File: src/rtl/deserializer_rx_if.sv
// Serial receive bundle: the rxd line plus the parallel byte, strobes and status it produces.
interface deserializer_rx_if #(
  parameter int DATA_BITS = 8,
  parameter int CNT_W     = 8
);
  logic                 rxd;
  logic [DATA_BITS-1:0] data;
  logic                 valid;
  logic                 parity_err;
  logic                 frame_err;
  logic [CNT_W-1:0]     frame_cnt;
  logic                 busy;

  modport master (
    output rxd,
    input  data, valid, parity_err, frame_err, frame_cnt, busy
  );

  modport slave (
    input  rxd,
    output data, valid, parity_err, frame_err, frame_cnt, busy
  );
endinterface

File: src/rtl/deserializer_rx.sv
// Serial-to-parallel receiver: start '1', DATA_BITS data MSB first, one parity bit, STOP_BITS stop '0's.
// Completed frames are presented with a one-cycle valid strobe, held data/error flags and a frame counter.
module deserializer_rx #(
  parameter int DATA_BITS  = 8,
  parameter int STOP_BITS  = 2,
  parameter int PARITY_ODD = 0,
  parameter int CNT_W      = 8
) (
  input  logic                 clk,
  input  logic                 rst,
  deserializer_rx_if.slave     io
);

  typedef enum logic [1:0] {
    ST_IDLE   = 2'd0,
    ST_DATA   = 2'd1,
    ST_PARITY = 2'd2,
    ST_STOP   = 2'd3
  } state_t;

  // Wide enough for the largest DATA_BITS (16) and STOP_BITS (4) counts
  localparam logic [4:0] DATA_LAST = 5'(DATA_BITS - 1);
  localparam logic [4:0] STOP_LAST = 5'(STOP_BITS - 1);

  state_t               state_r, state_nx_s;
  logic [DATA_BITS-1:0] shift_r, shift_nx_s;
  logic [4:0]           bit_cnt_r, bit_cnt_nx_s;
  logic                 acc_r, acc_nx_s;
  logic                 par_err_r, par_err_nx_s;
  logic                 stop_err_r, stop_err_nx_s;
  logic                 done_s;

  logic [DATA_BITS-1:0] data_r;
  logic                 valid_r;
  logic                 parity_err_r;
  logic                 frame_err_r;
  logic [CNT_W-1:0]     frame_cnt_r;
  logic                 busy_r;

  // Accumulator holds the xor of all data bits; folding in the parity bit must give PARITY_ODD
  function automatic logic parity_err_f(input logic acc, input logic par_bit);
    return acc ^ par_bit ^ (PARITY_ODD != 0);
  endfunction

  // Next-state and datapath update for the frame FSM
  always_comb begin
    state_nx_s    = state_r;
    shift_nx_s    = shift_r;
    bit_cnt_nx_s  = bit_cnt_r;
    acc_nx_s      = acc_r;
    par_err_nx_s  = par_err_r;
    stop_err_nx_s = stop_err_r;
    done_s        = 1'b0;
    case (state_r)
      ST_IDLE: begin
        if (io.rxd) begin
          state_nx_s   = ST_DATA;
          bit_cnt_nx_s = 5'd0;
          acc_nx_s     = 1'b0;
        end else begin
          state_nx_s   = ST_IDLE;
        end
      end
      ST_DATA: begin
        shift_nx_s = (shift_r << 1) | DATA_BITS'(io.rxd);
        acc_nx_s   = acc_r ^ io.rxd;
        if (bit_cnt_r == DATA_LAST) begin
          state_nx_s   = ST_PARITY;
          bit_cnt_nx_s = 5'd0;
        end else begin
          bit_cnt_nx_s = bit_cnt_r + 5'd1;
        end
      end
      ST_PARITY: begin
        par_err_nx_s  = parity_err_f(acc_r, io.rxd);
        stop_err_nx_s = 1'b0;
        bit_cnt_nx_s  = 5'd0;
        state_nx_s    = ST_STOP;
      end
      ST_STOP: begin
        if (io.rxd) begin
          stop_err_nx_s = 1'b1;
        end else begin
          stop_err_nx_s = stop_err_r;
        end
        // Frame always runs to full length, even with a bad stop bit
        if (bit_cnt_r == STOP_LAST) begin
          state_nx_s = ST_IDLE;
          done_s     = 1'b1;
        end else begin
          bit_cnt_nx_s = bit_cnt_r + 5'd1;
        end
      end
      default: begin
        state_nx_s = ST_IDLE;
      end
    endcase
  end

  // State, datapath and registered outputs; reset wins over a completing frame
  always_ff @(posedge clk) begin
    if (rst) begin
      state_r      <= ST_IDLE;
      shift_r      <= '0;
      bit_cnt_r    <= 5'd0;
      acc_r        <= 1'b0;
      par_err_r    <= 1'b0;
      stop_err_r   <= 1'b0;
      data_r       <= '0;
      valid_r      <= 1'b0;
      parity_err_r <= 1'b0;
      frame_err_r  <= 1'b0;
      frame_cnt_r  <= '0;
      busy_r       <= 1'b0;
    end else begin
      state_r    <= state_nx_s;
      shift_r    <= shift_nx_s;
      bit_cnt_r  <= bit_cnt_nx_s;
      acc_r      <= acc_nx_s;
      par_err_r  <= par_err_nx_s;
      stop_err_r <= stop_err_nx_s;
      valid_r    <= done_s;
      busy_r     <= (state_nx_s != ST_IDLE);
      if (done_s) begin
        data_r       <= shift_r;
        parity_err_r <= par_err_r;
        frame_err_r  <= stop_err_nx_s;
        frame_cnt_r  <= frame_cnt_r + CNT_W'(1);
      end
    end
  end

  assign io.data       = data_r;
  assign io.valid      = valid_r;
  assign io.parity_err = parity_err_r;
  assign io.frame_err  = frame_err_r;
  assign io.frame_cnt  = frame_cnt_r;
  assign io.busy       = busy_r;

endmodule

File: src/flat_wrapper.sv
// flat-port wrapper written by rule: the top's interface ports become plain ports
module deserializer_rx_flat 
#(
  parameter int DATA_BITS  = 8,
  parameter int STOP_BITS  = 2,
  parameter int PARITY_ODD = 0,
  parameter int CNT_W      = 8
)
  (clk, rst, io_rxd, io_data, io_valid, io_parity_err, io_frame_err, io_frame_cnt, io_busy);
  deserializer_rx_if #(.DATA_BITS(DATA_BITS), .CNT_W(CNT_W)) io_i ();
  input  logic clk;
  input  logic rst;
  input wire logic [$bits(io_i.rxd)-1:0] io_rxd;
  output wire logic [$bits(io_i.data)-1:0] io_data;
  output wire logic [$bits(io_i.valid)-1:0] io_valid;
  output wire logic [$bits(io_i.parity_err)-1:0] io_parity_err;
  output wire logic [$bits(io_i.frame_err)-1:0] io_frame_err;
  output wire logic [$bits(io_i.frame_cnt)-1:0] io_frame_cnt;
  output wire logic [$bits(io_i.busy)-1:0] io_busy;
  assign io_i.rxd = io_rxd;
  assign io_data = io_i.data;
  assign io_valid = io_i.valid;
  assign io_parity_err = io_i.parity_err;
  assign io_frame_err = io_i.frame_err;
  assign io_frame_cnt = io_i.frame_cnt;
  assign io_busy = io_i.busy;
  deserializer_rx #(.DATA_BITS(DATA_BITS), .STOP_BITS(STOP_BITS), .PARITY_ODD(PARITY_ODD), .CNT_W(CNT_W)) u_core (.clk(clk), .rst(rst), .io(io_i));
endmodule
File: config.mk
export PLATFORM = sky130hd
export DESIGN_NAME = deserializer_rx_flat
export DESIGN_NICKNAME = d
export VERILOG_FILES = /design/src/rtl/deserializer_rx_if.sv /design/src/rtl/deserializer_rx.sv /design/src/flat_wrapper.sv
export SDC_FILE = /design/constraint.sdc
export NUM_CORES = 1
export LEC_CHECK = 0
export CAP_MARGIN = 20
export CORE_UTILIZATION = 57
export DETAILED_ROUTE_END_ITERATION = 16
export MAX_ROUTING_LAYER = met4
export PLACE_DENSITY_LB_ADDON = 0.12
export SKIP_CTS_REPAIR_TIMING = 1
export SLEW_MARGIN = 30
export SYNTH_ARGS = -nofsm -noshare
export SYNTH_HDL_FRONTEND = slang
export SYNTH_SLANG_ARGS = --single-unit
export TNS_END_PERCENT = 5
File: constraint.sdc
create_clock -name clk -period 4.6 [get_ports clk]
set_input_delay 0.92 -clock clk [delete_from_list [all_inputs] [get_ports clk]]
set_output_delay 0.92 -clock clk [all_outputs]
set_load 0.05 [all_outputs]
==> out/qor.txt, run 1 <==
Core Area: 2760 µm²
CP Cell Sequence: clkdlybuf4s50_1
CP Capture Type: output pin
maximum root-to-sink buffer count: 2
Port Buffers: 22
drt wl/cell: 14.2 µm
Final ANT Viol Nets: 0
total I/O pin count: 23
Slowest cell on crit path: clkdlybuf4s50_1
clock root cell: clkbuf_4
clock slew at reported path FFs: 0.11 ns
first-pass GRT wire length: 5.53 mm
Mapped Nets: 194
gr usage total: 0.233
DRC: 0
vias per cell: 6.09
share of cells above drive strength 1: 0.0882
Synth-to-Final Area Change: 16.0%
crit share post-route: 0.550
PwrDens: 293 nW/µm²
grt total ovfl: 0
Leakage Power: 0.700 nW
initial antenna violation count: 0
via count: 1431
GPL Wtd Cong: 0.823
critical path data arrival time: 1.61 ns
slew margin rel.: 0.411
setup_tns: 0 ns
DR iter-0 viols: 37
Yosys reg bits: 38
Clock Skew: 0.00506 ns
unrepaired setup endpoints after global routing: false
CTS tree: built
Initial Util: 0.604
post-synthesis cell type count: 37
dpl cell area: 1870 µm²
Crit path largest cell delay: 0.83 ns
Initial DRT Pass Iterations: 4
CTS Sinks: 38
critical setup path kind: reg2out
Post-synth EDFFs: 0
number of max-cap violations: 0
final wirelength: 3.34 mm
CTS H-Tree Depth: 2
Post-synth ARST share: 0
total power: 0.000566 W
crit path max fanout: 6
Post-DP HPWL: 2.28 mm
Slew @ Worst Pin: 0.880 ns
cts bufs inserted: 5
critical path startpoint category: flop
largest net degree at the start of global routing: 31
status: complete, no violations
row count: 19
final setup vio count: 0
Mapped Area: 1670 µm²
Die Ht: 56.1 µm
Die X: 56.1 µm
Layout Nets: 209
fill count: 244
multi-input logic area: 818 µm²
Seq/Total Area, Yosys: 0.457
worst hold path type: reg2reg
worst vdd ir: 0.000298 V
vias in the first global route: 1266
final hold vios: 0
Reg area: 761 µm²
worst skew pair latency: 0.35 ns
Mapped Cells: 188
Max Freq: 395 MHz
Syn. warnings: 0
Die Area: 3140 µm²
Main synth FF type: dfxtp_1
Pins Over Slew Limit: 0
Critical Path RT: 3.68 ns
syn avg cell area: 8.86 µm²
Buf/Inv on CP: 1
post-route cell area: 1930 µm²
CP top delay family: buffers and inverters
Antenna Cells: 0
Final Critical Period: 2.53 ns
## power by group
group | leakage (nW) | switching, W | internal, W
Combinational | 0.359 | 0.0000230 | 0.0000170
Clock | 0.0343 | 0.000112 | 0.0000734
Sequential | 0.307 | 0.00000721 | 0.000334
## cell type report
| type | instances | share of cell area |
|---|---|---|
| multi-input combinational | 129 | 0.424 |
| sequential | 38 | 0.394 |
| timing repair buffer | 23 | 0.118 |
| clock buffer | 6 | 0.0266 |
| tap | 31 | 0.0201 |
| inverter | 6 | 0.0117 |
| clock inverter | 2 | 0.00648 |
## final timing paths
path	startpoint	end	slack, ns	depth (start not counted)
max	u_core.io.frame_cnt[2]$_SDFFE_PP0P_	io_frame_cnt[2]	2.07	1
max reg2reg	u_core.state_r[0]$_SDFF_PP0_	u_core.io.frame_cnt[6]$_SDFFE_PP0P_	2.43	3
min reg2reg	u_core.shift_r[7]$_SDFFE_PP0P_	u_core.io.data[7]$_SDFFE_PP0P_	0.48	2
min	u_core.shift_r[7]$_SDFFE_PP0P_	u_core.io.data[7]$_SDFFE_PP0P_	0.48	2
## stage by stage
stage | setup slack [ns] | instances | util | hold slack (ns)
after floorplan | 2.64 | 188 | - | 0.443
after global placement | 2.07 | 227 | 0.677 | 0.466
after detailed placement | 2.03 | 227 | 0.677 | 0.463
after CTS | 2.06 | 235 | 0.701 | 0.481
after global routing | 2.02 | 235 | 0.701 | 0.499
final | 2.07 | 235 | 0.701 | 0.482
## cell usage after synthesis (2+ instances only)
cell	n	area (µm²)
a211oi_1	2	15.0
a21oi_1	18	90.1
a41oi_1	2	17.5
and4b_1	2	20.0
clkbuf_1	13	48.8
dfxtp_1	38	761
ha_1	3	37.5
inv_1	6	22.5
mux2_2	4	45.0
mux2i_1	8	80.1
nand2_1	2	7.51
nand2b_1	2	12.5
nand3_1	13	65.1
nand4_1	3	18.8
nor2_1	18	67.6
nor2b_1	7	43.8
nor3_1	11	55.1
o21ai_0	15	75.1
o32ai_1	2	17.5
or2_2	2	12.5
## flip-flops by register name, summed over array words and instances (netlist names)
register,flops
u_core.stop_err_r,1
u_core.io.frame_err,1
u_core.acc_r,1
u_core.io.busy,1
u_core.io.frame_cnt,8
u_core.io.valid,1
u_core.io.parity_err,1
u_core.io.data,8
u_core.state_r,2
u_core.par_err_r,1
u_core.bit_cnt_r,5
u_core.shift_r,8
## per-layer routing
layer | track usage | routed length, µm | vias up
li1 | - | - | 704
met2 | 0.355 | 1600 | 51
met3 | 0.0814 | 234 | 4
met1 | 0.280 | 1480 | 672
met5 | - | 0 | -
met4 | 0.101 | 29 | 0
## kinds of logic (layout without fill, tap and decap cells)
logic type,after synthesis,after routing,share of synthesized area
buffers and inverters,21,37,0.0518
AND/OR/NAND/NOR,68,68,0.228
adder cells (fa/ha/maj),3,3,0.0225
AO/OA/AOI/OAI,44,44,0.153
multiplexers,13,13,0.0819
XOR/XNOR,1,1,0.00526
flip-flops,38,38,0.457
## worst register-to-register path: stages (launching register included)
cell and delay [ns]:
dfxtp_1 0.64, nand4b_1 0.69, nor3_1 0.39, mux2_2 0.36
## placed cells by master (no fill, tap or decap), types with 2 or more instances in the layout
cell	n
dfxtp_1	38
clkdlybuf4s50_1	22
a21oi_1	18
nor2_1	18
o21ai_0	15
nand3_1	13
nor3_1	11
mux2i_1	8
nor2b_1	7
inv_1	6
clkbuf_4	5
mux2_2	4
nand4_1	3
ha_1	3
or2_2	2
and4b_1	2
a211oi_1	2
nand2b_1	2
a41oi_1	2
o32ai_1	2
nand2_1	2
(Power assumes the default switching activity.)
==> run 2, diff against run 1 <==
--- a/config.mk
+++ b/config.mk
@@ -6,7 +6,7 @@
 export NUM_CORES = 1
 export LEC_CHECK = 0
 export CAP_MARGIN = 20
-export CORE_UTILIZATION = 57
+export CORE_UTILIZATION = 48
 export DETAILED_ROUTE_END_ITERATION = 16
 export MAX_ROUTING_LAYER = met4
 export PLACE_DENSITY_LB_ADDON = 0.12
==> constraint.sdc (replaced) <==
create_clock -name clk -period 2.19 [get_ports clk]
set_input_delay 0.438 -clock clk [delete_from_list [all_inputs] [get_ports clk]]
set_output_delay 0.438 -clock clk [all_outputs]
set_load 0.05 [all_outputs]
==> run 2 against run 1 <==
Net effect: sequential cell count unchanged; first-iteration DRC count is 57% higher; worst hold slack improved by 0.0017 ns; largest cell class unchanged; global-route usage is 1.1 points lower.
==> out/qor.txt, run 2 (synthesized netlist as in run 1, its figures left out) <==
critical path data arrival time: 1.62 ns
GPL Wtd Cong: 0.778
via count: 1418
DR iter-0 viols: 58
cts bufs inserted: 5
Antenna Cells: 0
crit share post-route: 0.941
Max Freq: 485 MHz
Layout Nets: 214
final hold vios: 0
worst skew pair latency: 0.34 ns
unrepaired setup endpoints after global routing: false
Int Power: 0.000854 W
Psw: 0.000294 W
critical path startpoint category: flop
first-pass GRT wire length: 5.94 mm
Slew @ Worst Pin: 0.507 ns
Post-Layout Cell Count: 254
clock power share: 0.301
CP Cell Sequence: clkdlybuf4s50_1
worst hold slack: 0.483 ns
most frequent cells in the layout: dfxtp_1 (38), clkdlybuf4s50_1 (22), a21oi_1 (18), nor2_1 (18), o21ai_0 (15)
Sw Share: 0.256
maximum root-to-sink buffer count: 2
Die Ht: 60.9 µm
Core Area: 3340 µm²
Post-DP HPWL: 2.41 mm
DRC: 0
Die X: 60.9 µm
worst vdd ir: 0.000387 V
largest net degree at the start of global routing: 25
worst hold path type: reg2reg
gr usage total: 0.223
Pins Over Slew Limit: 0
status: complete, no violations
clock root cell: clkbuf_4
CP Capture Type: output pin
grt total ovfl: 0
setup_tns: 0 ns
final setup vio count: 0
slew margin rel.: 0.661
Initial DRT Pass Iterations: 4
CTS tree: built
crit path max fanout: 6
CP top delay family: buffers and inverters
vias per cell: 5.58
Slowest cell on crit path: clkdlybuf4s50_1
placed cell count: 247
Seq pwr share: 0.624
Leakage Power: 0.719 nW
Synth-to-Final Area Change: 18.4%
clock slew at reported path FFs: 0.11 ns
Port Buffers: 22
commonest non-fill, non-tap cell in the layout: dfxtp_1
Die Area: 3710 µm²
Logic pwr share: 0.075
critical setup path kind: reg2out
Final Critical Period: 2.06 ns
final wirelength: 3.49 mm
row count: 21
PwrDens: 582 nW/µm²
CTS Sinks: 38
Final ANT Viol Nets: 0
number of max-cap violations: 0
vias in the first global route: 1339
initial antenna violation count: 0
Crit path largest cell delay: 0.84 ns
share of cells above drive strength 1: 0.106
Initial Util: 0.499
Critical Path RT: 1.75 ns
r2r setup slk: 0.33 ns
CTS H-Tree Depth: 2
Buf/Inv on CP: 1
Clock Skew: 0.00298 ns
total I/O pin count: 23
drt wl/cell: 13.7 µm
run 2: cell types whose count changed in the layout (fill, tap and decap cells not counted), sizes merged:
cell,previous run,this run
buf,1,6
clkbuf,6,5
clkinv,1,2
clkinvlp,1,0
run 2: worst paths after layout:
check                                       from                                  end  cells after the start
max          u_core.io.frame_cnt[3]$_SDFFE_PP0P_                      io_frame_cnt[3]                      1
min               u_core.io.data[7]$_SDFFE_PP0P_       u_core.io.data[7]$_SDFFE_PP0P_                      2
max reg2reg         u_core.state_r[0]$_SDFF_PP0_  u_core.io.frame_cnt[7]$_SDFFE_PP0P_                      3
min reg2reg       u_core.io.data[7]$_SDFFE_PP0P_       u_core.io.data[7]$_SDFFE_PP0P_                      2
run 2: cell type report:
| class | instances | area [µm²] |
|---|---|---|
| Clock buffer | 5 | 37.5 |
| Clock inverter | 2 | 10.0 |
| Fill cell | 327 | 1370 |
| Inverter | 6 | 22.5 |
| Multi-Input combinational cell | 129 | 818 |
| Sequential cell | 38 | 761 |
| Tap cell | 46 | 57.6 |
| Timing Repair Buffer | 28 | 265 |
run 2: stage by stage:
step / total power [W] / area (µm²) / utilization / setup WS [ns]
after floorplan: 0.000796 / 1670 / - / 0.227
after global placement: 0.000815 / 1920 / 0.577 / 0.386
after detailed placement: 0.000817 / 1920 / 0.577 / 0.345
after CTS: 0.00116 / 1970 / 0.591 / 0.122
after global routing: 0.00120 / 1970 / 0.591 / 0.0503
final: 0.00115 / 1970 / 0.591 / 0.128
run 2: power by group through the flow:
stage / sequential, W / combinational [W] / clock (W)
2_1_floorplan: 0.000730 / 0.0000659 / 0
3_3_place_gp: 0.000730 / 0.0000844 / 0
3_5_place_dp: 0.000731 / 0.0000858 / 0
4_1_cts: 0.000716 / 0.0000865 / 0.000354
5_1_grt: 0.000719 / 0.0000942 / 0.000382
6_report: 0.000716 / 0.0000862 / 0.000345
run 2: metal layers:
metal,vias to the layer above,routed length [µm],GRT usage,part of all wire
li1,710,-,-,-
met4,0,34,0.0747,0.0097
met2,34,1730,0.350,0.49
met3,4,123,0.0597,0.035
met5,-,0,-,0
met1,670,1610,0.277,0.46
==> run 3, diff against run 2 <==
--- a/config.mk
+++ b/config.mk
@@ -9,7 +9,7 @@
 export CORE_UTILIZATION = 48
 export DETAILED_ROUTE_END_ITERATION = 16
 export MAX_ROUTING_LAYER = met4
-export PLACE_DENSITY_LB_ADDON = 0.12
+export PLACE_DENSITY_LB_ADDON = 0.2
 export SKIP_CTS_REPAIR_TIMING = 1
 export SLEW_MARGIN = 30
 export SYNTH_ARGS = -nofsm -noshare
==> run 3 against run 2 <==
Net effect: via count up 2.8%; die area is the same; utilization up 2.3 points; global-route usage grew 1.4 points; non-clock buffer count unchanged; sequential power fell by 0.8%; clock skew rose by 0.0045 ns; critical path type unchanged; critical endpoint unchanged.
==> out/qor.txt, run 3 (synthesized netlist as in run 1, its figures left out) <==
Post-DP HPWL: 2.48 mm
crit path to: io_frame_cnt[3]
Clock Skew: 0.00751 ns
Setup crit start: u_core.io.frame_cnt[3]$_SDFFE_PP0P_
crit share post-route: 0.951
status: complete, no violations
worst reg2reg endpoint: u_core.io.frame_cnt[6]$_SDFFE_PP0P_
Leakage Power: 0.752 nW
row count: 21
total I/O pin count: 23
CP Capture Type: output pin
worst hold path type: reg2reg
Die Ht: 60.9 µm
vias in the first global route: 1374
CTS H-Tree Depth: 2
grt total ovfl: 0
Slowest cell on crit path: clkdlybuf4s50_1
Final Critical Period: 2.08 ns
CTS Sinks: 38
DR iter-0 viols: 100
unrepaired setup endpoints after global routing: false
gr usage total: 0.237
Crit path largest cell delay: 0.85 ns
first-pass GRT wire length: 6.19 mm
Final ANT Viol Nets: 0
Layout Nets: 214
clock slew at reported path FFs: 0.11 ns
share of cells above drive strength 1: 0.110
R2R cell count: 4
Port Buffers: 22
via count: 1457
critical path data arrival time: 1.64 ns
setup ws final: 0.108 ns
CTS tree: built
Synth-to-Final Area Change: 23.0%
Max Freq: 480 MHz
r2r setup slk: 0.45 ns
number of max-cap violations: 0
maximum root-to-sink buffer count: 2
Pins Over Slew Limit: 0
dpl ws: 0.432 ns
Buf/Inv on CP: 1
FF-to-FF Start: u_core.io.frame_cnt[0]$_SDFFE_PP0P_
initial antenna violation count: 0
total power: 0.00143 W
fill count: 314
cts bufs inserted: 5
final setup vio count: 0
DRC: 0
most frequent cells in the layout: dfxtp_1 (38), clkdlybuf4s50_1 (22), a21oi_1 (18), nor2_1 (18), o21ai_0 (15)
critical path startpoint category: flop
crit path max fanout: 6
CP Cell Sequence: clkdlybuf4s50_1
Die Area: 3710 µm²
slew margin rel.: 0.658
dpl cell area: 1940 µm²
Finished Core Util: 0.614
Slew @ Worst Pin: 0.511 ns
vias per cell: 5.71
Die X: 60.9 µm
PwrDens: 697 nW/µm²
Antenna Cells: 0
largest net degree at the start of global routing: 45
clock root cell: clkbuf_4
Critical Path RT: 1.75 ns
critical setup path kind: reg2out
stages on the worst setup path: 1
post-route cell area: 2050 µm²
drt wl/cell: 14.5 µm
Initial Util: 0.499
GPL Wtd Cong: 0.845
CP top delay family: buffers and inverters
Core Area: 3340 µm²
setup_tns: 0 ns
final hold vios: 0
final wirelength: 3.70 mm
worst skew pair latency: 0.35 ns
worst vdd ir: 0.000536 V
commonest non-fill, non-tap cell in the layout: dfxtp_1
Initial DRT Pass Iterations: 4
[run 3: cell count changes in the layout (fill, tap and decap cells not counted)]
cell,previous run,this run
bufinv_16,0,2
buf_12,0,1
buf_4,6,5
clkinv_2,2,0
clkbuf_8,0,1
[run 3: layout make-up]
type                            instances  area (µm²)  area share
Clock buffer                            6        51.3      0.0250
Clock inverter                          2        60.1      0.0293
Inverter                                6        22.5      0.0110
Multi-Input combinational cell        129         818       0.400
Sequential cell                        38         761       0.371
Tap cell                               46        57.6      0.0281
Timing Repair Buffer                   28         278       0.136
[run 3: per-stage QoR]
stage / hold WS (ns) / instances
2_1_floorplan: 0.443 / 188
3_3_place_gp: 0.455 / 247
3_5_place_dp: 0.463 / 247
4_1_cts: 0.483 / 255
5_1_grt: 0.509 / 255
6_report: 0.484 / 255
[run 3: metal layers]
metal,part of all wire,track usage
met5,0,-
met4,0.016,0.110
met3,0.038,0.0682
met2,0.48,0.359
met1,0.46,0.290
[run 3: where the power goes]
group          leakage (nW)  internal (W)  switching (W)
clock                0.0585      0.000387       0.000231
combinational         0.386     0.0000413      0.0000582
sequential            0.307      0.000701     0.00000821
total                 0.752       0.00113       0.000298
[run 3: worst min path at each step]
stage,slack [ns],to,cells past startpoint,start
6_report,0.48,u_core.io.data[7]$_SDFFE_PP0P_,2,u_core.shift_r[7]$_SDFFE_PP0P_
5_1_grt,0.51,u_core.io.data[5]$_SDFFE_PP0P_,2,u_core.io.data[5]$_SDFFE_PP0P_
4_1_cts,0.48,u_core.io.data[7]$_SDFFE_PP0P_,2,u_core.shift_r[7]$_SDFFE_PP0P_
3_5_place_dp,0.46,u_core.io.data[7]$_SDFFE_PP0P_,2,u_core.shift_r[7]$_SDFFE_PP0P_
3_3_place_gp,0.45,u_core.io.data[7]$_SDFFE_PP0P_,2,u_core.shift_r[7]$_SDFFE_PP0P_
2_1_floorplan,0.44,u_core.io.data[7]$_SDFFE_PP0P_,2,u_core.shift_r[7]$_SDFFE_PP0P_
